File: src/rtl/ais_slot_scheduler.sv
// AIS TDMA slot scheduler: minute-aligned slot timer, two-requester slot
// arbitration, transmitter start/busy supervision and per-requester completion status.
`timescale 1ns/1ps
module ais_slot_scheduler #(
    parameter int SLOT_CLKS       = 1333333,
    parameter int SLOTS_PER_FRAME = 2250,
    parameter int START_TIMEOUT   = 1000,
    parameter int MAX_TX_SLOTS    = 5,
    parameter int REQUIRE_SYNC    = 1
) (
    input  logic        clk,
    input  logic        reset_n,
    input  logic        sync_pulse,
    // Handshake: req[i] is a level held with a stable req_slotI until ack[i]
    // pulses for one cycle (ack_status valid only then); the requester drops
    // req[i] the cycle after its ack.
    input  logic [1:0]  req,
    input  logic [11:0] req_slot0,
    input  logic [11:0] req_slot1,
    output logic [1:0]  ack,
    output logic [1:0]  ack_status,
    output logic        tx_start,
    output logic        tx_sel,
    output logic        tx_abort,
    input  logic        tx_busy,
    output logic [11:0] slot_num,
    output logic        slot_tick,
    output logic        sync_locked,
    output logic [1:0]  fsm_state
);

    typedef enum logic [1:0] {
        IDLE      = 2'd0,
        START     = 2'd1,
        WAIT_BUSY = 2'd2,
        TX        = 2'd3
    } state_t;

    localparam logic [1:0] ST_SENT    = 2'b00;
    localparam logic [1:0] ST_MISS    = 2'b01;
    localparam logic [1:0] ST_TIMEOUT = 2'b10;
    localparam logic [1:0] ST_ABORT   = 2'b11;

    localparam int CLK_W = $clog2(SLOT_CLKS);
    localparam int TO_W  = $clog2(START_TIMEOUT + 1);
    localparam int OV_W  = $clog2(MAX_TX_SLOTS + 1);

    localparam logic [CLK_W-1:0] CLK_LAST  = CLK_W'(SLOT_CLKS - 1);
    localparam logic [11:0]      SLOT_LAST = 12'(SLOTS_PER_FRAME - 1);
    localparam logic [12:0]      SLOT_LIM  = 13'(SLOTS_PER_FRAME);
    localparam logic [TO_W-1:0]  TO_LAST   = TO_W'(START_TIMEOUT - 1);
    localparam logic [OV_W-1:0]  OV_LAST   = OV_W'(MAX_TX_SLOTS - 1);

    state_t            state, state_d;
    logic [CLK_W-1:0]  clk_cnt;
    logic [TO_W-1:0]   to_cnt;
    logic [OV_W-1:0]   ov_cnt;
    logic              win_sel, win_sel_d;
    logic [1:0]        miss_pend, miss_pend_d;
    logic [1:0]        ack_d, status_d;
    logic              tx_start_d, tx_abort_d, tx_sel_d;

    logic [1:0]        fresh, slot_ok, tick_hit, tick_bad, sel_mask;
    logic [1:0]        new_miss, all_miss;
    logic              tx_allowed, go, win, done;
    logic [1:0]        done_code;

    assign fsm_state = state;

    // ---------------- slot timer ----------------
    always_ff @(posedge clk or negedge reset_n) begin
        if (!reset_n) begin
            clk_cnt     <= '0;
            slot_num    <= '0;
            slot_tick   <= 1'b0;
            sync_locked <= 1'b0;
        end else if (sync_pulse) begin
            clk_cnt     <= '0;
            slot_num    <= '0;
            slot_tick   <= 1'b1;
            sync_locked <= 1'b1;
        end else if (clk_cnt == CLK_LAST) begin
            clk_cnt   <= '0;
            slot_num  <= (slot_num == SLOT_LAST) ? 12'd0 : slot_num + 12'd1;
            slot_tick <= 1'b1;
        end else begin
            clk_cnt   <= clk_cnt + CLK_W'(1);
            slot_tick <= 1'b0;
        end
    end

    // ---------------- request qualification ----------------
    // A requester already acked or holding a deferred miss is not re-evaluated,
    // so it can never be acked twice for one request.
    assign fresh      = req & ~ack & ~miss_pend;
    assign slot_ok    = {({1'b0, req_slot1} < SLOT_LIM), ({1'b0, req_slot0} < SLOT_LIM)};
    assign tick_hit   = slot_tick ? (fresh & slot_ok &
                                     {(req_slot1 == slot_num), (req_slot0 == slot_num)}) : 2'b00;
    assign tick_bad   = slot_tick ? (fresh & ~slot_ok) : 2'b00;
    assign tx_allowed = (REQUIRE_SYNC == 0) || sync_locked;
    assign go         = (state == IDLE) && tx_allowed && (tick_hit != 2'b00);
    assign win        = ~tick_hit[0];
    assign sel_mask   = {win_sel, ~win_sel};

    // ---------------- FSM: state register ----------------
    always_ff @(posedge clk or negedge reset_n) begin
        if (!reset_n) state <= IDLE;
        else          state <= state_d;
    end

    // ---------------- FSM: next state ----------------
    always_comb begin
        state_d = state;
        case (state)
            IDLE:      if (go) state_d = START;
            START:     state_d = WAIT_BUSY;
            WAIT_BUSY: begin
                if (tx_busy)                 state_d = TX;
                else if (to_cnt == TO_LAST)  state_d = IDLE;
            end
            TX: begin
                if (!tx_busy)                             state_d = IDLE;
                else if (slot_tick && ov_cnt == OV_LAST)  state_d = IDLE;
            end
            default:   state_d = IDLE;
        endcase
    end

    // ---------------- FSM: outputs ----------------
    always_comb begin
        done       = 1'b0;
        done_code  = ST_SENT;
        tx_abort_d = 1'b0;
        tx_start_d = (state == START);
        tx_sel_d   = (state == START) ? win_sel : tx_sel;
        win_sel_d  = go ? win : win_sel;

        new_miss = tick_bad | tick_hit;
        if (go)                 new_miss = new_miss & ~{win, ~win};
        else if (state != IDLE) new_miss = new_miss & ~sel_mask;

        case (state)
            WAIT_BUSY: begin
                if (!tx_busy && to_cnt == TO_LAST) begin
                    done      = 1'b1;
                    done_code = ST_TIMEOUT;
                end
            end
            TX: begin
                if (!tx_busy) begin
                    done      = 1'b1;
                    done_code = ST_SENT;
                end else if (slot_tick && ov_cnt == OV_LAST) begin
                    done       = 1'b1;
                    done_code  = ST_ABORT;
                    tx_abort_d = 1'b1;
                end
            end
            default: ;
        endcase

        // ack_status is shared, so a miss colliding with a completion waits one cycle.
        all_miss = miss_pend | new_miss;
        if (done) begin
            ack_d       = sel_mask;
            status_d    = done_code;
            miss_pend_d = all_miss;
        end else if (all_miss != 2'b00) begin
            ack_d       = all_miss;
            status_d    = ST_MISS;
            miss_pend_d = 2'b00;
        end else begin
            ack_d       = 2'b00;
            status_d    = ST_SENT;
            miss_pend_d = 2'b00;
        end
    end

    // ---------------- transaction counters ----------------
    always_ff @(posedge clk or negedge reset_n) begin
        if (!reset_n) begin
            to_cnt <= '0;
            ov_cnt <= '0;
        end else begin
            to_cnt <= (state == WAIT_BUSY) ? to_cnt + TO_W'(1) : '0;
            if (state != TX)    ov_cnt <= '0;
            else if (slot_tick) ov_cnt <= ov_cnt + OV_W'(1);
        end
    end

    // ---------------- registered outputs ----------------
    always_ff @(posedge clk or negedge reset_n) begin
        if (!reset_n) begin
            win_sel    <= 1'b0;
            miss_pend  <= 2'b00;
            ack        <= 2'b00;
            ack_status <= 2'b00;
            tx_start   <= 1'b0;
            tx_abort   <= 1'b0;
            tx_sel     <= 1'b0;
        end else begin
            win_sel    <= win_sel_d;
            miss_pend  <= miss_pend_d;
            ack        <= ack_d;
            ack_status <= status_d;
            tx_start   <= tx_start_d;
            tx_abort   <= tx_abort_d;
            tx_sel     <= tx_sel_d;
        end
    end

endmodule

File: config.mk
export PLATFORM = sky130hd
export DESIGN_NAME = ais_slot_scheduler
export DESIGN_NICKNAME = d
export VERILOG_FILES = /design/src/rtl/ais_slot_scheduler.sv
export SDC_FILE = /design/constraint.sdc
export NUM_CORES = 1
export LEC_CHECK = 0
export CAP_MARGIN = 20
export CORE_ASPECT_RATIO = 0.6
export CORE_MARGIN = 3
export CORE_UTILIZATION = 55
export CTS_CLUSTER_DIAMETER = 120
export DETAILED_ROUTE_END_ITERATION = 7
export PLACE_DENSITY = 0.85
export SLEW_MARGIN = 10
export SYNTH_ARGS = -nofsm -noshare
export SYNTH_HDL_FRONTEND = slang
export SYNTH_SLANG_ARGS = --single-unit
File: constraint.sdc
create_clock -name clk -period 3.8 [get_ports clk]
set_input_delay 0.76 -clock clk [delete_from_list [all_inputs] [get_ports clk]]
set_output_delay 0.76 -clock clk [all_outputs]
set_load 0.01 [all_outputs]
==> results.toml <==
[outcome]
outcome = "complete, no violations"

[hold_path]
min_path_type = "primary input to asynchronous set/reset pin"

[pwr]
p_per_area_nw_per_um2 = 389.0
ir_drop_v = 0.0003108
p_leak_nw = 1.796

[worst_setup_path]
slowest_stage = "or4_4"
slowest_delay_ns = 0.56
critPathLaunchType = "primary input"
critical_path.max_fanout = 3
cp_data_required_time_ns = 4.05
crit_chain = "clkdlybuf4s50_1 -> xnor2_1 -> nand4_1 -> or4_4 -> nor2_4 -> a311oi_1 -> a31oi_1"
cp.arrival_ns = 2.61
path_class = "primary input to flip-flop"
endpoint_kind = "flip-flop"

[route]
drt_iter0_markers = 150
routedWlPerCell_um = 15.90
m1WireLength_um = 3689
final_antenna_net_count = 0
vias = 2734
dr.max_layer_used = "met4"
wl_met3_um = 586
wl_met2_um = 3302
drc_errors = 0
drt-total-wl_um = 7647
routed_via_density = 5.684
drtPass1Iterations = 4

[synth]
synth_top_family_by_area = "simple AND/OR/NAND/NOR gates"
ys_types = 49
yosysTopAreaCell = "dfrtp_1"
synth_xor_area_frac = 0.1328
synth_nets = 384
yosysWarnings = 0
postSynthCellCount = 347
synthAdderAreaFrac = 0.02657
synthSimpleGateAreaFrac = 0.2391
synth-seq-cells = 60
synthMuxAreaShare = 0.009488
ys_seq_area_frac = 0.4554
ys_async_sr_fraction = 1.000
synth_compound_area_frac = 0.09526
syn_area_per_cell_um2 = 9.501
synth-edff-count = 0
netlist_area_um2 = 3297
yosysTopAreaCellShare = 0.4554
synth_area_leaders = "dfrtp_1, xor2_1, xnor2_1, nor2_1, nand2_1"
ys.flop_type = "dfrtp_1"

[cts]
htree_num_levels = 3
cts_sinks = 60
cts_hold_buffers = 0
clock_latency_ns = 0.34
cts_root_buf = "clkbuf_8"
cts_resized = 0
clkTransAtPathRegs_ns = 0.06
clockBufferDepth = 2
post_cts_buffers = 0
cts_tree = "done"
cts-buffers-inserted = 9

[timing]
relSlewSlack = 0.5024
fin_hold_ws_ns = 0.4839
drv_slew = 0
setup_viol = 0
fin_tns_setup_ns = 0
fin_skew_ns = 0.007960
final_hold_viol_count = 0
fmax_mhz = 422.9
grt_setup_unrepaired = "no"
post-route-period-util = 0.6223
post-route-min-period_ns = 2.365
worst_slew_pin_slew_ns = 0.7464

[grt]
overflow = 0
grtUsageTotal = 0.2364
grt_pass1_wl_um = 12850
antenna_found_initial = 0
grt_max_degree = 33
grt_pass1_vias = 2543

[final_layout]
drive_gt1_frac = 0.05736
diodes = 0
stdcell_count = 481
final_cell_mix = "dfrtp_1, clkdlybuf4s50_1, nor2_1"
fill_cells = 426
layout_commonest_cell = "dfrtp_1"
fin_nets = 434
syn_to_final_growth_pct = 22.58

[floorplanning]
boundaryPins = 53
die-area_um2 = 6990
initial_core_util = 0.5809
dieWidth_um = 106.0
num_rows = 21
die_y_um = 65.97
core_area_um2 = 5675

[place]
dpl.cell_count = 466
hpwl_um = 5488
gp_congestion = 0.9288
io_buffers = 52

[run]
maxCapViolCount = 0
-- flip-flops by register name, indices dropped and copies added (netlist names), 2 cells and up --
name and flops:
ack 2, miss_pend 2, to_cnt 10, slot_num 12, clk_cnt 21, ov_cnt 3
ack_status 2, fsm_state 2
-- final timing paths --
path,from,endpoint,depth (start not counted),slack (ns)
worst min-delay path,reset_n,tx_start$_DFF_PN0_,1,0.48
worst max-delay path,req_slot0[10],ack_status[0]$_DFF_PN0_,7,1.44
min in group clk,to_cnt[0]$_DFF_PN0_,to_cnt[0]$_DFF_PN0_,1,0.49
worst max register to register,clk_cnt[16]$_DFF_PN0_,slot_num[9]$_DFFE_PN0P_,7,1.63
max in group asynchronous,reset_n,clk_cnt[14]$_DFF_PN0_,2,2.46
worst min register to register,to_cnt[0]$_DFF_PN0_,to_cnt[0]$_DFF_PN0_,1,0.49
-- worst max-delay path: cells and delay by family --
kind | cells | cell delay (ns)
and+or+nand+nor | 3 | 0.81
buffers and inverters | 1 | 0.52
xor gates and xnor gates | 1 | 0.13
AOI/OAI and AO/OA | 2 | 0.39
-- per-stage QoR --
step | setup WS (ns) | utilization | power (mW) | cell area, um^2
6_report | 1.435 | 0.7121 | 1.572 | 4041
5_1_grt | 1.302 | 0.7121 | 1.644 | 4041
3_3_place_gp | 1.136 | 0.6759 | 0.9682 | 3836
3_5_place_dp | 1.099 | 0.6759 | 0.9738 | 3836
4_1_cts | 1.460 | 0.7121 | 1.580 | 4041
2_1_floorplan | 1.806 | - | 0.8534 | 3297
-- final cells by class --
class	instances	area [um^2]	share of cell area
clock inverters	5	77.57	0.01920
well taps	80	100.1	0.02477
repair buffers	53	523.0	0.1294
multi-input cells	259	1659	0.4105
inverters	14	52.55	0.01300
clock buffers	10	127.6	0.03158
flip-flops and latches	60	1501	0.3715
-- where the power goes --
group,internal [mW],switching [mW]
Combinational,0.114,0.130
Clock,0.363,0.242
Sequential,0.673,0.0496
Total,1.15,0.421
-- synth_stat cells, types with 8 or more instances --
| cell | count |
|---|---|
| nand3_1 | 16 |
| nand4_1 | 8 |
| nor2_1 | 40 |
| xor2_1 | 31 |
| a21oi_1 | 9 |
| nand2_1 | 26 |
| o21ai_1 | 11 |
| inv_1 | 13 |
| dfrtp_1 | 60 |
| and3_1 | 12 |
| xnor2_1 | 19 |
| o21ai_0 | 10 |
| nor3_1 | 8 |
-- per-layer routing --
layer	GRT usage	up-vias
met5	0	-
met4	0.06785	0
met3	0.06634	11
met2	0.3468	89
met1	0.3428	1328
li1	-	1306
-- cell families (layout without fill, tap and decap cells) --
group,Yosys count,count (layout)
and+or+nand+nor,149,149
DFF,60,60
AOI/OAI and AO/OA,50,50
xor gates and xnor gates,50,50
buffers and inverters,28,82
adders and majority gates,7,7
muxes,3,3
Note: power is estimated with default switching activity, not from simulation.
